$ cat config.mk
export PLATFORM = sky130hd
export DESIGN_NAME = sample_match_filter
export DESIGN_NICKNAME = d
export VERILOG_FILES = /design/src/rtl/sample_match_filter.sv
export SDC_FILE = /design/constraint.sdc
export NUM_CORES = 1
export LEC_CHECK = 0
export ABC_AREA = 1
export CAP_MARGIN = 25
export CORE_ASPECT_RATIO = 0.6
export CORE_MARGIN = 1.5
export CORE_UTILIZATION = 57
export DETAILED_ROUTE_END_ITERATION = 6
export GPL_ROUTABILITY_DRIVEN = 0
export GPL_TIMING_DRIVEN = 0
export PLACE_DENSITY = 0.81
export SYNTH_ARGS = -nofsm -noshare
export SYNTH_HDL_FRONTEND = slang
export SYNTH_SLANG_ARGS = --single-unit
$ cat constraint.sdc
create_clock -name clk -period 2.5 [get_ports clk]
set_input_delay 0.375 -clock clk [delete_from_list [all_inputs] [get_ports clk]]
set_output_delay 0.375 -clock clk [all_outputs]
set_load 0.02 [all_outputs]
$ cat src/rtl/sample_match_filter.sv
// Key-set sample screen: matching samples go to a 16-entry FWFT FIFO.
// Saturating match/miss statistics track every accepted sample.
module sample_match_filter #(
  parameter int DATA_W = 8,
  parameter int DEPTH  = 16,
  parameter int ADDR_W = 4,
  parameter int CNT_W  = 16
) (
  input  logic              clk,
  input  logic              rst_n,
  input  logic [DATA_W-1:0] in_data,
  input  logic              in_valid,
  output logic              in_ready,
  input  logic [DATA_W-1:0] key0,
  input  logic [DATA_W-1:0] key1,
  input  logic [DATA_W-1:0] key2,
  input  logic [2:0]        key_en,
  output logic [DATA_W-1:0] out_data,
  output logic              out_valid,
  input  logic              out_ready,
  input  logic              cnt_clr,
  output logic [CNT_W-1:0]  match_cnt,
  output logic [CNT_W-1:0]  miss_cnt,
  output logic [ADDR_W:0]   level
);

  localparam logic [ADDR_W:0] FULL = (ADDR_W+1)'(DEPTH);
  localparam logic [CNT_W-1:0] CMAX = '1;

  logic [DATA_W-1:0] mem [DEPTH];
  logic [ADDR_W-1:0] rd_ptr;
  logic [ADDR_W-1:0] wr_ptr;
  logic              hit;
  logic              accept;
  logic              push;
  logic              pop;

  assign in_ready  = (level != FULL);
  assign out_valid = (level != '0);
  assign out_data  = mem[rd_ptr];

  assign hit = (key_en[0] && in_data == key0)
            || (key_en[1] && in_data == key1)
            || (key_en[2] && in_data == key2);

  assign accept = in_valid && in_ready;
  assign push   = accept && hit;
  assign pop    = out_valid && out_ready;

  // Storage is deliberately left out of reset.
  always_ff @(posedge clk) begin
    if (push) mem[wr_ptr] <= in_data;
  end

  always_ff @(posedge clk or negedge rst_n) begin
    if (!rst_n) begin
      rd_ptr <= '0;
      wr_ptr <= '0;
      level  <= '0;
    end else begin
      if (push) wr_ptr <= wr_ptr + 1'b1;
      if (pop)  rd_ptr <= rd_ptr + 1'b1;
      unique case (1'b1)
        (push && !pop): level <= level + 1'b1;
        (pop && !push): level <= level - 1'b1;
        default:        level <= level;
      endcase
    end
  end

  // Clear takes priority over a same-cycle increment.
  always_ff @(posedge clk or negedge rst_n) begin
    if (!rst_n) begin
      match_cnt <= '0;
      miss_cnt  <= '0;
    end else if (cnt_clr) begin
      match_cnt <= '0;
      miss_cnt  <= '0;
    end else if (accept) begin
      if (hit && match_cnt != CMAX)
        match_cnt <= match_cnt + 1'b1;
      if (!hit && miss_cnt != CMAX)
        miss_cnt <= miss_cnt + 1'b1;
    end
  end

endmodule

==> results of run 1 <==
[final cells by class]
cell class                 instances  share of cell area, %
multi-input combinational        533                   30.8
tap                              192                   2.27
clock inverter                    15                   1.68
buffer                            32                   2.99
inverter                          59                   2.22
sequential                       173                   47.0
clock buffer                      17                   4.02
timing repair buffer             105                   9.09
[synthesized netlist by cell type (all sizes together)]
library cell	count	area [µm²]
nand2	167	669
edfxtp	128	3840
nor2	120	475
nand3	61	333
inv	56	210
dfrtp	45	1130
o21ai	40	200
xor2	25	219
mux2i	24	240
o221ai	24	210
clkbuf	22	96.3
ha	11	138
buf	10	76.3
nand4	10	68.8
nor3	8	50.1
o211ai	8	60.1
o32ai	8	70.1
xnor2	6	52.6
a21oi	5	25.0
nor3b	4	30.0
a21boi	3	22.5
clkinv	3	12.5
a31oi	2	12.5
o22ai	2	12.5
or2	2	12.5
a211oi	1	7.51
dlygate4sd3	1	10.0
fa	1	20.0
nor4	1	12.5
[power groups by stage]
stage	Combinational, µW	Sequential [µW]	Clock (µW)
after CTS	3330	3370	2650
after detailed placement	2990	3420	0
final	3820	3390	2660
after global routing	4010	3400	2780
after floorplan	1760	3440	0
after global placement	2920	3410	0
[state kept, by name, summed over array words and instances (netlist names)]
name and flops:
mem 128, match_cnt 16, miss_cnt 16, level 5
rd_ptr 4, wr_ptr 4
[routing by layer]
layer / vias up / global-route usage [%] / wire length, µm
li1: 3022 / - / -
met4: 0 / 7.31 / 297
met1: 3224 / 43.7 / 9630
met5: - / 0 / 0
met3: 44 / 8.24 / 2790
met2: 424 / 44.0 / 10000
[worst reg2reg max path, cell delays in order, from the launching register on]
cell and delay, ns:
dfrtp_2 0.44, nor4_4 0.33, buf_4 0.17, nand2_2 0.06, nand2_4 0.09, inv_4 0.06, ha_4 0.19, ha_4 0.24
nand2_2 0.09, nor2_4 0.05, a211oi_2 0.26, nand2_1 0.11, nand2_1 0.08, nor2_2 0.04, xor2_1 0.13
[logic make-up after synthesis]
family,count (synthesis),synth area share [%]
compound gates,93,7.46
xor+xnor,31,3.26
fa+ha+maj,12,1.90
buf+inv,92,4.87
flops,173,59.8
mux,24,2.89
simple gates,373,19.9
[through the flow]
stage	setup TNS (ns)	hold WS, ns
after floorplan	0	0.0794
after global placement	-178.20	0.523
after detailed placement	-171.95	0.236
after global routing	-0.539	0.338
after CTS	-0.993	0.326
final	-0.0456	0.320
[path summary, 6_finish.rpt]
path	start	to	slack, ns	cells after the start
max	rd_ptr[1]	out_data[6]	-0.04	6
min	rst_n	miss_cnt[3]	0.32	2
max reg2reg	level[1]	level[4]	0.04	14
min reg2reg	match_cnt[13]	match_cnt[13]	0.55	2
max in group asynchronous	rst_n	level[0]	1.68	3
min in group clk	in_data[7]	mem[4][7]	0.35	1
[timing repair]
| item | CTS | global route |
|---|---|---|
| endpoints found under the hold margin | 7 | 0 |
| pin swaps | 5 | 21 |
| gates resized for setup | 127 | 74 |
| buffers inserted | 6 | 11 |
| hold buffers | 1 | 0 |
| setup endpoints to repair | 141 | 137 |
==> metrics.txt, run 1 <==
Avg WL per Cell 20.2 µm; Crit-path slowest cell dfrtp_1; register area share after synthesis 59.8%; #FFs+latches synth 173; leading cell type in the layout, fill and taps excluded nand2_1; layout cells sized above 1 20.0%; port bufs 86; first-pass GRT wire length 33.6 mm; fin cells 1,126; sequential share of power 34.4%; clock tree buffer depth 2; Int Power 6070 µW; nets 973; io pins 87; Post-Syn Instances 798; Hold Crit Class primary input to async pin; Critical Path AT 2.16 ns; Power Dens Cells 931 mW/mm²; final setup margin -0.0392 ns; Final Cell Area 0.0106 mm²; Critical Path RT 2.12 ns; DRC 0; Via density 5.96; Avg Inst Size Synth 10.4 µm²; Logic pwr share 38.7%; gr ovfl total 0; Ant. Diodes 0; max-cap viol count 0; clock transition at the registers of the reported paths 0.07 ns; Final Power 9860 µW; most frequent cells in the layout 152 x nand2_1, 128 x edfxtp_1, 93 x nor2_1; Buf+Inv Stages, Crit Path 2; DP Cell Count 1,077; area of the multi-input gates 0.00326 mm²; Layout Skew 0.0142 ns; Core Box Area 0.0140 mm²; Area after DPL 0.00945 mm²; YS warnings 0; final hold violations 0; DRT Wirelength 22.8 mm; ANT nets after route 0; Die Y 96.6 µm; Final setup viols 2; status complete, but fails checks; worst slew pin tran 0.721 ns; H-Tree Depth 4; starting density of the core 59.6%; max incr delay on CP 0.45 ns; Post-Syn Area 0.00832 mm²; peak supply drop 0.000489 V; Die ar. 0.0153 mm²; CP top delay family compound AO/OA/AOI/OAI gates; Site Rows 33; Slew Limit Headroom 51.8%; initial antenna violation count 0; storage element area 0.00497 mm²; Max Clock Freq 394 MHz; Placement Setup Slack -1.30 ns; Num CTS Buffers 17; RSZ-0062 raised after global routing yes; Root Buffer clkbuf_16; switching share of power 38.4%; final core occ 75.9%; failing checks setup timing; clk sinks 173; Leak 0.00416 µW; Synth Net Count 850; routed via count 6,714; Max FO, Critical Path 10; Die Width 159 µm; vias in the first global route 6,147; pin count of the biggest net entering global routing 39; Syn-to-layout area delta 27.3%; DP Wirelength 14.6 mm; Net Switching 3790 µW; Yosys cell types 45; crit start category flip-flop; Total GRT Usage 29.7%; Worst Setup End Kind output pin; 1st-pass router iterations 6; Setup CP Type flip-flop to output pin; fillers 934; Final period util 102%; clk_lat worst skew 0.44 ns; Clk pwr share 26.9%; crit-path cells clkbuf_2 -> o21ai_0 -> o221ai_1 -> o211ai_1 -> nand2_1 -> buf_2; First DRT Iteration DRCs 742; Final Max Tran Viols 0; TritonCTS clock tree yes; min cycle time layout 2.54 ns
Power figures use the tool's default switching activity.
==> inputs of run 2 (changes only) <==
- PLACE_DENSITY: 0.81 -> 0.9
==> metrics.txt, run 2 (synthesis results as in run 1) <==
status complete, but fails checks; failing checks setup timing; Num CTS Buffers 17 (unchanged); switching share of power 38.8% (+0.36 points); Die Y 96.6 µm (unchanged); nets 969 (-0.41%); gr ovfl total 0 (unchanged); initial antenna violation count 0 (unchanged); routed via count 6,907 (+2.9%); Net Switching 3860 µW (+1.9%); grt met1 use 44.3% (+0.60 points); met2 usage 45.5% (+1.5 points); fillers 871 (-6.7%); Hold Crit Class primary input to async pin; Ant. Diodes 0 (unchanged); Int Power 6090 µW (+0.39%); Critical Path AT 2.18 ns (+0.02 ns); final hold violations 0 (unchanged); DRC 0 (unchanged); final setup margin -0.0506 ns (-0.0115 ns); Layout Skew 0.00960 ns (-0.00461 ns); Die ar. 0.0153 mm² (unchanged); area of the multi-input gates 0.00329 mm² (+1.0%); first-pass GRT wire length 34.9 mm (+4.0%); Leak 0.00413 µW (-0.73%); Total GRT Usage 30.7% (+0.97 points); sequential share of power 34.3% (about the same); RSZ-0062 raised after global routing yes; most frequent cells in the layout 151 x nand2_1, 128 x edfxtp_1, 97 x nor2_1; leading cell type in the layout, fill and taps excluded nand2_1; Final period util 102% (+0.46 points); min cycle time layout 2.55 ns (+0.0115 ns); peak supply drop 0.000774 V (+58%); Avg WL per Cell 21.8 µm (+7.8%); starting density of the core 59.6% (unchanged); vias in the first global route 6,320 (+2.8%); ANT nets after route 0 (unchanged); Logic pwr share 39.6% (+0.9 points); pin count of the biggest net entering global routing 40 (+2.6%); 1st-pass router iterations 6 (unchanged); Core Box Area 0.0140 mm² (unchanged); DRT Wirelength 24.5 mm (+7.4%); Global Route met3 Usage 7.98% (-0.26 points); Power Dens Cells 941 mW/mm² (+1.1%); Max Clock Freq 392 MHz (-0.45%); Final Max Tran Viols 0 (unchanged); max-cap viol count 0 (unchanged); clock tree buffer depth 2 (unchanged); H-Tree Depth 4 (unchanged); Slew Limit Headroom 59.9% (+8.1 points); Clk pwr share 26.0% (-0.9 points); TritonCTS clock tree yes; Setup CP Type flip-flop to output pin; Via density 6.16 (+3.2%); clk_lat worst skew 0.44 ns (about the same); DP Wirelength 14.8 mm (+1.1%); clk sinks 173 (unchanged); Die Width 159 µm (unchanged); Max FO, Critical Path 10 (unchanged); crit start category flip-flop; layout cells sized above 1 19.8% (-0.24 points); Critical Path RT 2.12 ns (about the same); clock transition at the registers of the reported paths 0.07 ns (about the same); Fin Setup TNS -0.132 ns (-0.0868 ns); worst slew pin tran 0.602 ns (-0.119 ns); Placement Setup Slack -1.36 ns (-0.0629 ns); Syn-to-layout area delta 27.2% (about the same); Worst Setup End Kind output pin; storage element area 0.00498 mm² (about the same); Final setup viols 5 (+3); port bufs 86 (unchanged); largest registers mem: 128 flops, match_cnt: 16 flops, miss_cnt: 16 flops; io pins 87 (unchanged); First DRT Iteration DRCs 937 (+26%); Root Buffer clkbuf_16; most flop-heavy register mem; max FFs per register 128 (unchanged); Most Crowded Layer GR met2; Site Rows 33 (unchanged)
-- run 2: changes by cell type in the layout (fill, tap and decap cells not counted), moves of 4 or more --
cell | previous run | this run
inv_6 | 3 | 9
inv_4 | 4 | 0
nor2_1 | 93 | 97
mux2i_4 | 3 | 7
nor2_2 | 23 | 16
buf_4 | 22 | 16
-- run 2: final cells by class --
type | count | area share (%)
Sequential cell | 173 | 47.0
Multi-Input combinational cell | 533 | 31.1
Timing Repair Buffer | 102 | 8.92
Clock buffer | 17 | 4.02
Buffer | 31 | 3.11
Tap cell | 192 | 2.27
Inverter | 59 | 2.18
Clock inverter | 15 | 1.38
-- run 2: through the flow --
stage,hold WS (ns),utilization (%),power (µW),std cells,area [µm²]
2_1_floorplan,0.0794,-,5200,798,8340
3_3_place_gp,0.533,67.6,6270,1076,9440
3_5_place_dp,0.238,67.7,6400,1077,9450
4_1_cts,0.319,74.2,9370,1117,10400
5_1_grt,0.333,75.8,10200,1122,10600
6_report,0.326,75.8,9960,1122,10600
-- run 2: critical path: stages, from the launching register on --
cell             delay, ns
dfrtp_1               0.68
clkbuf_2              0.39
o221ai_2              0.16
nand3_1               0.16
nand2_1               0.08
clkdlybuf4s15_2       0.26
-- run 2: path summary, 6_finish.rpt --
check | endpoint | start | depth (start not counted) | slack, ns
min in group clk | mem[14][7] | in_data[7] | 1 | 0.34
max in group asynchronous | rd_ptr[0] | rst_n | 3 | 1.69
min reg2reg | match_cnt[4] | match_cnt[4] | 2 | 0.56
min | miss_cnt[11] | rst_n | 2 | 0.33
max | out_data[4] | rd_ptr[2] | 5 | -0.05
max reg2reg | level[4] | level[3] | 14 | -0.03
-- run 2: timing repair --
action,4_1_cts,5_1_grt
pin swaps,11,16
endpoints found under the setup margin,151,139
setup buffers,8,6
endpoints found under the hold margin,6,0
gates resized for setup,140,71
hold buffers,1,0
gates cloned,0,0
-- run 2: routing by layer --
metal  up-vias  share of wire (%)
met5         -                  0
met4         0                3.4
met3        89                 14
met2       599                 43
met1      3208                 40
li1       3011                  -
-- run 2: power by group through the flow --
stage          sequential, µW  combinational, µW  clock, µW
2_1_floorplan            3440               1760          0
3_5_place_dp             3410               3000          0
3_3_place_gp             3400               2880          0
5_1_grt                  3420               4120       2700
4_1_cts                  3360               3450       2570
6_report                 3420               3940       2590
==> inputs of run 3 (changes only) <==
- CORE_MARGIN: 1.5 -> 4
- MAX_ROUTING_LAYER: default -> met4
==> metrics.txt, run 3 (synthesis results as in run 1) <==
status complete, but fails checks; failing checks setup timing; Total GRT Usage 29.3% (-1.4 points); Die ar. 0.0167 mm² (+8.5%); Hold Crit Class primary input to async pin; Avg WL per Cell 22.1 µm (+1.3%); Buf+Inv Stages, Crit Path 4 (+2); first-pass GRT wire length 35.8 mm (+2.4%); hold_ws 0.363 ns (+0.0368 ns); Via density 6.26 (+1.6%); RSZ-0062 raised after global routing yes; Worst Setup End Kind output pin; DP Wirelength 15.1 mm (+2.1%); Ant. Diodes 0 (unchanged); depth of the most critical reg-to-reg path 14 (unchanged); max-cap viol count 0 (unchanged); routed via count 7,013 (+1.5%); gr ovfl total 0 (unchanged); First DRT Iteration DRCs 1,152 (+23%); 1st-pass router iterations 6 (unchanged); Layout Skew 0.0115 ns (+0.00190 ns); Final period util 107% (+4.9 points); ANT nets after route 0 (unchanged); leading cell type in the layout, fill and taps excluded nand2_1; storage element area 0.00497 mm² (about the same); Max FO, Critical Path 5 (-5); Critical Path AT 2.30 ns (+0.12 ns); Num CTS Buffers 17 (unchanged); Final setup viols 25 (+20); Max Clock Freq 374 MHz (-4.5%); clock tree buffer depth 2 (unchanged); Crit-path slowest cell dfrtp_1; starting density of the core 59.6% (unchanged); peak supply drop 0.000680 V (-12%); Site Rows 33 (unchanged); Slew Limit Headroom 49.3% (-11 points); clock transition at the registers of the reported paths 0.07 ns (about the same); H-Tree Depth 4 (unchanged); Critical Path RT 2.12 ns (about the same); CP top delay family buffers and inverters; DRC 0 (unchanged); clk_lat worst skew 0.44 ns (about the same); crit-path cells buf_6 -> clkinvlp_4 -> buf_8 -> nor2_2 -> o32ai_2 -> o211ai_1 -> nand2_1 -> buf_4; fillers 840 (-3.6%); Die Y 102 µm (+5.2%); Final Max Tran Viols 0 (unchanged); reg2reg start level[3]; nets 969 (unchanged); Root Buffer clkbuf_16; most frequent cells in the layout 152 x nand2_1, 128 x edfxtp_1, 92 x nor2_1; Net Switching 3860 µW (-0.10%); reg-to-reg critical path endpoint level[4]; layout cells sized above 1 20.0% (+0.24 points); sequential share of power 34.2% (about the same); min cycle time layout 2.67 ns (+0.121 ns); port bufs 86 (unchanged); io pins 87 (unchanged); DRT Wirelength 24.7 mm (+1.2%); TritonCTS clock tree yes; Final Power 9950 µW (about the same); initial antenna violation count 0 (unchanged); Placement Setup Slack -1.34 ns (+0.0256 ns); vias in the first global route 6,513 (+3.1%); final hold violations 0 (unchanged); clk sinks 173 (unchanged); Clk pwr share 25.9% (about the same); Logic pwr share 39.9% (+0.3 points); Leak 0.00413 µW (about the same); final core occ 75.9% (+0.090 points); Int Power 6090 µW (about the same); pin count of the biggest net entering global routing 36 (-10%); max incr delay on CP 0.41 ns (-0.27 ns); area of the multi-input gates 0.00332 mm² (+0.91%); Die Width 164 µm (+3.1%); Setup CP Type flip-flop to output pin; final setup margin -0.172 ns (-0.121 ns); DP Cell Count 1,077 (unchanged); reg2reg setup slack -0.07 ns (-0.04 ns); Core Box Area 0.0140 mm² (unchanged); switching share of power 38.8% (about the same); crit start category flip-flop; max FFs per register 128 (unchanged); worst slew pin tran 0.757 ns (+0.155 ns); most flop-heavy register mem; largest registers mem: 128 flops, match_cnt: 16 flops, miss_cnt: 16 flops; Power Dens Cells 939 mW/mm² (-0.16%); fin cells 1,121 (-0.089%); Syn-to-layout area delta 27.4%
## run 3: cell count changes in the layout (fill, tap and decap cells not counted), sizes merged
cell	delta
buf	+3
inv	-2
clkinvlp	+1
clkbuf	-2
clkdlybuf4s15	-1
## run 3: worst max path at each step
stage / from / to / slack (ns) / cells after the start
global route: rd_ptr[0] / out_data[2] / -0.24 / 8
CTS: rd_ptr[0] / out_data[1] / -0.10 / 9
detailed placement: in_data[1] / mem[8][1] / -1.34 / 13
finish: rd_ptr[0] / out_data[2] / -0.17 / 8
global placement: in_data[1] / mem[12][1] / -1.20 / 13
floorplan: level[1] / level[4] / 0.01 / 14
## run 3: worst register-to-register path: stages, from the launching register on
cell	delay, ns
dfrtp_2	0.42
nor4_4	0.41
nand2_2	0.14
nand2_4	0.09
inv_4	0.05
nand2_4	0.10
ha_4	0.20
inv_2	0.07
fa_2	0.37
nor2_2	0.11
a211oi_2	0.06
nand2_1	0.07
nand2_1	0.07
nor2_2	0.14
xor2_1	0.18
## run 3: per-layer routing
layer	track usage, %	part of all wire, %
met4	8.18	4.0
met5	-	0
met2	42.3	44
met3	9.68	14
met1	40.2	38
## run 3: repair_timing
item | CTS | global route
gates resized for setup | 138 | 73
hold buffers | 1 | 0
pin swaps | 9 | 18
endpoints found under the setup margin | 148 | 108
setup buffers | 10 | 6
endpoints found under the hold margin | 10 | 0
## run 3: cell type report
| class | instances | share of cell area (%) |
|---|---|---|
| inverter | 59 | 2.21 |
| multi-input combinational | 533 | 31.3 |
| clock buffer | 17 | 4.02 |
| buffer | 29 | 2.56 |
| timing repair buffer | 104 | 9.27 |
| tap | 192 | 2.27 |
| sequential | 173 | 47.0 |
| clock inverter | 14 | 1.37 |
## run 3: through the flow
step,TNS (ns),area [µm²]
after global routing,-4.06,10600
after global placement,-167.25,9440
after detailed placement,-175.09,9450
final,-2.13,10600
after CTS,-0.283,10300
after floorplan,0,8340
## run 3: power groups by stage
stage | registers (µW) | logic (µW) | clock network [µW]
6_report | 3410 | 3970 | 2570
3_3_place_gp | 3400 | 2900 | 0
4_1_cts | 3360 | 3410 | 2560
5_1_grt | 3410 | 4180 | 2710
3_5_place_dp | 3410 | 3010 | 0
2_1_floorplan | 3440 | 1760 | 0
